==> config.mk <==
export PLATFORM = sky130hd
export DESIGN_NAME = spi_edge_sync
export DESIGN_NICKNAME = d
export VERILOG_FILES = /design/src/rtl/spi_edge_sync.sv
export SDC_FILE = /design/constraint.sdc
export NUM_CORES = 1
export LEC_CHECK = 0
export CORE_AREA = 2 2 39 41
export DETAILED_ROUTE_END_ITERATION = 10
export DIE_AREA = 0 0 41 43
export PLACE_DENSITY_LB_ADDON = 0.15
export SLEW_MARGIN = 30
export SYNTH_ARGS = -nofsm -noshare
export SYNTH_HDL_FRONTEND = slang
export SYNTH_SLANG_ARGS = --single-unit
export TNS_END_PERCENT = 5
==> constraint.sdc <==
create_clock -name clk -period 1.8 [get_ports clk]
set_input_delay 0.27 -clock clk [delete_from_list [all_inputs] [get_ports clk]]
set_output_delay 0.27 -clock clk [all_outputs]
set_load 0.02 [all_outputs]
==> src/rtl/spi_edge_sync.sv <==
// Oversampling front end for the SPI pins.
//   clk, rst            : system clock, async active-high reset
//   cs_i, sclk_i, io_i  : raw pins
//   cs_rise_c/cs_fall_c : one-clk strobes, SYNC_STAGES clk after the pin edge
//   sclk_rise_c/_fall_c : same for SCLK
//   io_o                : io_i through the same synchroniser depth, so it lines
//                         up with the SCLK strobes
module spi_edge_sync #(
    parameter int unsigned SYNC_STAGES = 2
) (
    input  logic       clk,
    input  logic       rst,
    input  logic       cs_i,
    input  logic       sclk_i,
    input  logic [3:0] io_i,
    output logic       cs_rise_c,
    output logic       cs_fall_c,
    output logic       sclk_rise_c,
    output logic       sclk_fall_c,
    output logic [3:0] io_o
);

    logic [SYNC_STAGES-1:0]      cs_sync_q;
    logic [SYNC_STAGES-1:0]      sclk_sync_q;
    logic [SYNC_STAGES-1:0][3:0] io_sync_q;
    logic                        cs_prev_q;
    logic                        sclk_prev_q;

    // CS resets high (deselected) so leaving reset never looks like a CS fall.
    always_ff @(posedge clk or posedge rst) begin
        if (rst) begin
            cs_sync_q   <= '1;
            sclk_sync_q <= '0;
            io_sync_q   <= '0;
            cs_prev_q   <= 1'b1;
            sclk_prev_q <= 1'b0;
        end else begin
            cs_sync_q[0]   <= cs_i;
            sclk_sync_q[0] <= sclk_i;
            io_sync_q[0]   <= io_i;
            for (int i = 1; i < SYNC_STAGES; i++) begin
                cs_sync_q[i]   <= cs_sync_q[i-1];
                sclk_sync_q[i] <= sclk_sync_q[i-1];
                io_sync_q[i]   <= io_sync_q[i-1];
            end
            cs_prev_q   <= cs_sync_q[SYNC_STAGES-1];
            sclk_prev_q <= sclk_sync_q[SYNC_STAGES-1];
        end
    end

    // Strobes are combinational off the last stage to keep latency at SYNC_STAGES.
    assign cs_rise_c   =  cs_sync_q[SYNC_STAGES-1]   & ~cs_prev_q;
    assign cs_fall_c   = ~cs_sync_q[SYNC_STAGES-1]   &  cs_prev_q;
    assign sclk_rise_c =  sclk_sync_q[SYNC_STAGES-1] & ~sclk_prev_q;
    assign sclk_fall_c = ~sclk_sync_q[SYNC_STAGES-1] &  sclk_prev_q;
    assign io_o        = io_sync_q[SYNC_STAGES-1];

endmodule

==> results of run 1 <==
[Yosys cell counts]
cell type  instances
dfstp_2            3
buf_4              4
dfrtp_1           11
and2b_2            4
inv_1              1
[flip-flops by register name, indices dropped and copies added, names as in the netlist]
name / flops
io_sync_q: 4
io_o: 4
sclk_prev_q: 1
cs_prev_q: 1
sclk_sync_q: 2
cs_sync_q: 2
[final timing paths]
check	from	endpoint	slack [ns]	depth (start not counted)
setup / recovery	sclk_sync_q[1]	sclk_fall_c	0.09	2
hold / removal	rst	sclk_prev_q	0.32	2
setup reg to reg	cs_sync_q[1]	cs_prev_q	1.21	0
hold reg to reg	sclk_sync_q[0]	sclk_sync_q[1]	0.35	0
max in group asynchronous	rst	cs_sync_q[1]	1.14	2
min in group clk	sclk_sync_q[0]	sclk_sync_q[1]	0.35	0
[metal layers]
metal / part of all wire / track usage / routed length (µm) / up-vias
met2: 0.47 / 0.07500 / 198 / 13
li1: - / - / - / 94
met4: 0 / 0.06000 / 0 / 0
met3: 0.14 / 0.04712 / 59 / 0
met1: 0.38 / 0.07394 / 160 / 87
met5: 0 / 0 / 0 / -
[cell type report]
type | instances | area, µm² | area share
repair buffers | 15 | 147.6 | 0.2474
flip-flops and latches | 14 | 354.1 | 0.5933
multi-input cells | 4 | 35.03 | 0.05870
clock buffers | 4 | 36.28 | 0.06080
well taps | 16 | 20.02 | 0.03354
inverters | 1 | 3.754 | 0.006289
[cell usage in the layout, fill, tap and decap left out]
master,count
dfrtp_1,11
inv_1,1
clkbuf_8,1
and2b_2,4
dlygate4sd2_1,2
clkbuf_4,3
clkdlybuf4s50_1,13
dfstp_2,3
[stage by stage]
| stage | cells | setup slack [ns] | cell area [µm²] | utilization |
|---|---|---|---|---|
| 2_1_floorplan | 23 | 0.7719 | 422.9 | - |
| 3_3_place_gp | 50 | 0.2948 | 563.0 | 0.4069 |
| 3_5_place_dp | 50 | 0.2806 | 563.0 | 0.4069 |
| 4_1_cts | 54 | 0.06801 | 596.8 | 0.4313 |
| 5_1_grt | 54 | 0.02570 | 596.8 | 0.4313 |
| 6_report | 54 | 0.08990 | 596.8 | 0.4313 |
[report_power, final]
group	leakage, nW	total, mW	switching (mW)	internal, mW
logic	0.0892	0.0534	0.0227	0.0307
clock network	0.0210	0.209	0.0865	0.123
registers	0.160	0.338	0.00483	0.333
total	0.270	0.600	0.114	0.486
[worst max-delay path, stage by stage (launching register included)]
cell             delay (ns)
dfrtp_1                0.39
and2b_2                0.20
clkdlybuf4s50_1        0.59
[cells by family after synthesis]
group,Yosys count,share of synthesized area
buffers and inverters,5,0.07988
DFF,14,0.8373
and+or+nand+nor,4,0.08283
==> metrics.cfg, run 1 <==
[drt]
wl_um = 418
detail-route-antenna-nets = 0
viasPerCell = 3.593
wl_per_cell_um = 7.741
first_pass_iters = 1
drcViolationCount = 0
drt_iter0_markers = 0
num_vias = 194

[grt]
grt_first_pass_wirelength_um = 690
antenna_found_initial = 0
grt_max_degree = 15
grt_pass1_vias = 172
overflow = 0
grtUsageTotal = 0.06502

[place]
port_buffers = 15
gp_congestion = 0.5792

[hold_path]
min_path_type = in2async

[synthesis]
yosysTopAreaCell = dfrtp_1
synthCells = 23
synth_seq_area_share = 0.8373
synthesis.nets = 31
ys_ff_latch = 14
netlist-cell-type-count = 5
avgSynthCellArea_um2 = 18.39
synthTopCellsByArea = dfrtp_1 (65%), dfstp_2 (19%), and2b_2 (8.3%)
synth.top_cell.area_share = 0.6509
synthesis.area_um2 = 422.9
yosys_warnings = 0

[finish]
syn_to_final_growth_pct = 41.12
finalNetCount = 47
antenna_cells = 0
drive_gt1_frac = 0.2895
n_fill_cell = 126

[timing]
max_freq_mhz = 584.8
tightest_slew_ns = 0.4780
period_share = 0.9501
period_minus_slack_ns = 1.710
final-setup-viol-count = 0
final_hold_viol_count = 0
skew_ns = 0.001026
grt_setup_unrepaired = false
drv_slew = 0
setup_tns_ns = 0
slew_headroom = 0.6810
hold-worst-slack_ns = 0.3158

[worst_setup_path]
crit_required_ns = 1.53
arrival_ns = 1.44
crit_path_end_kind = primary output
critPathLaunchType = flip-flop
path_class = reg2out
cp_max_fo = 3

[clocking]
cts.sinks = 14
hold_buffers = 0
clockBufferDepth = 2
cts_setup_buffers = 0
cts_root_buffer = clkbuf_4
cts_resized = 2
cts_inserted_buffers = 3
cts_tree = built
cts.htree.levels = 1
clkTransAtPathRegs_ns = 0.08
worstSkewPairLatency_ns = 0.26

[floorplanning]
dieArea_um2 = 1763
row_count = 14
coreArea_um2 = 1384
floorplan.die.height_um = 43
start_util = 0.3056
ioPinCount = 16
dieWidth_um = 41

[power]
p_leak_nw = 0.2699
vdd_drop_max_v = 0.0004625
power.total_mw = 0.6001
powerDensity_nw_per_um2 = 1006

[job]
cap_viol_max_count = 0

[status]
status = complete, no violations

(Power assumes the default switching activity.)
==> run 2, diff against run 1 <==
--- a/config.mk
+++ b/config.mk
@@ -9,6 +9,7 @@
 export DETAILED_ROUTE_END_ITERATION = 10
 export DIE_AREA = 0 0 41 43
 export PLACE_DENSITY_LB_ADDON = 0.15
+export RECOVER_POWER = 25
 export SLEW_MARGIN = 30
 export SYNTH_ARGS = -nofsm -noshare
 export SYNTH_HDL_FRONTEND = slang
==> metrics.cfg, run 2 (synthesized netlist as in run 1, its figures left out) <==
[place]
gp_congestion = 0.5792
port_buffers = 15
placed_cells = 50

[drt]
wl_per_cell_um = 7.741
drcViolationCount = 0
drt_iter0_markers = 0
detail-route-antenna-nets = 0
viasPerCell = 3.593
wl_um = 418
first_pass_iters = 1
num_vias = 194

[power]
p_leak_nw = 0.2710
vdd_drop_max_v = 0.0004624
powerDensity_nw_per_um2 = 1003

[timing]
slew_headroom = 0.6810
final-setup-viol-count = 0
drv_slew = 0
tightest_slew_ns = 0.4780
grt_setup_unrepaired = false
period_minus_slack_ns = 1.710
skew_ns = 0.001026
final_hold_viol_count = 0
period_share = 0.9501
hold-worst-slack_ns = 0.3158
max_freq_mhz = 584.8
setup_tns_ns = 0

[clocking]
clockBufferDepth = 2
cts_inserted_buffers = 3
cts.sinks = 14
cts_root_buffer = clkbuf_4
cts_tree = built
worstSkewPairLatency_ns = 0.26
hold_buffers = 0
clkTransAtPathRegs_ns = 0.08
cts.htree.levels = 1

[worst_setup_path]
crit_path_end_kind = primary output
startpoint = sclk_sync_q[1]
regToRegStartpoint = cs_sync_q[1]
arrival_ns = 1.44
cp_max_fo = 3
path_class = reg2out
crit_required_ns = 1.53
r2r_setup_slack_ns = 1.21
critPathLaunchType = flip-flop

[grt]
grt_max_degree = 15
overflow = 0
antenna_found_initial = 0
grt_pass1_vias = 172
grt_first_pass_wirelength_um = 690
grtUsageTotal = 0.06502

[floorplanning]
coreArea_um2 = 1384
start_util = 0.3056
ioPinCount = 16
dieArea_um2 = 1763
floorplan.die.height_um = 43
dieWidth_um = 41
row_count = 14

[finish]
antenna_cells = 0
final_common_cell = dfrtp_1
drive_gt1_frac = 0.2895
syn_to_final_growth_pct = 41.12
finalNetCount = 47
n_fill_cell = 126
final_cell_mix = dfrtp_1 (11), clkdlybuf4s50_1 (9), and2b_2 (4), dlygate4sd3_1 (4)
stdcell_count = 54

[status]
status = complete, no violations

[hold_path]
min_path_type = in2async

[job]
cap_viol_max_count = 0

## run 2: what timing repair did
| action | CTS | global route |
|---|---|---|
| gates resized for setup | 2 | 0 |
| buffers inserted | 0 | 0 |
| setup endpoints to repair | 2 | 0 |
## run 2: layout make-up
class                      instances  area, µm²  share of cell area
sequential                        14      354.1              0.5933
timing repair buffer              15      147.6              0.2474
clock buffer                       4      36.28             0.06080
multi-input combinational          4      35.03             0.05870
tap                               16      20.02             0.03354
inverter                           1      3.754            0.006289
## run 2: path summary, 6_finish.rpt
| kind | to | depth (start not counted) |
|---|---|---|
| min in group clk | sclk_sync_q[1] | 0 |
| max | sclk_fall_c | 2 |
| max reg2reg | cs_prev_q | 0 |
| min reg2reg | sclk_sync_q[1] | 0 |
| min | sclk_prev_q | 2 |
| max in group asynchronous | cs_sync_q[1] | 2 |
## run 2: metal layers
| metal | wire length (µm) | global-route usage | vias to the layer above |
|---|---|---|---|
| met5 | 0 | 0 | - |
| met4 | 0 | 0.06000 | 0 |
| met3 | 59 | 0.04712 | 0 |
| met2 | 198 | 0.07500 | 13 |
| met1 | 160 | 0.07394 | 87 |
| li1 | - | - | 94 |
## run 2: critical path, cell delays in order, from the launching register on
cell	delay, ns
dfrtp_1	0.39
and2b_2	0.20
clkdlybuf4s50_1	0.59
## run 2: stage by stage
step,util,worst slack (ns),instance area (µm²),power (mW)
after floorplan,-,0.7719,422.9,0.3714
final,0.4313,0.08990,596.8,0.5984
after CTS,0.4313,0.06801,596.8,0.6115
after detailed placement,0.4069,0.2806,563.0,0.4003
after global routing,0.4313,0.02570,596.8,0.6286
after global placement,0.4069,0.2948,563.0,0.3984
## run 2: report_power, final
| part | switching [mW] | internal (mW) | total (mW) | leakage, nW |
|---|---|---|---|---|
| Combinational | 0.0227 | 0.0290 | 0.0517 | 0.0902 |
| Sequential | 0.00483 | 0.333 | 0.338 | 0.160 |
| Clock | 0.0865 | 0.123 | 0.209 | 0.0210 |
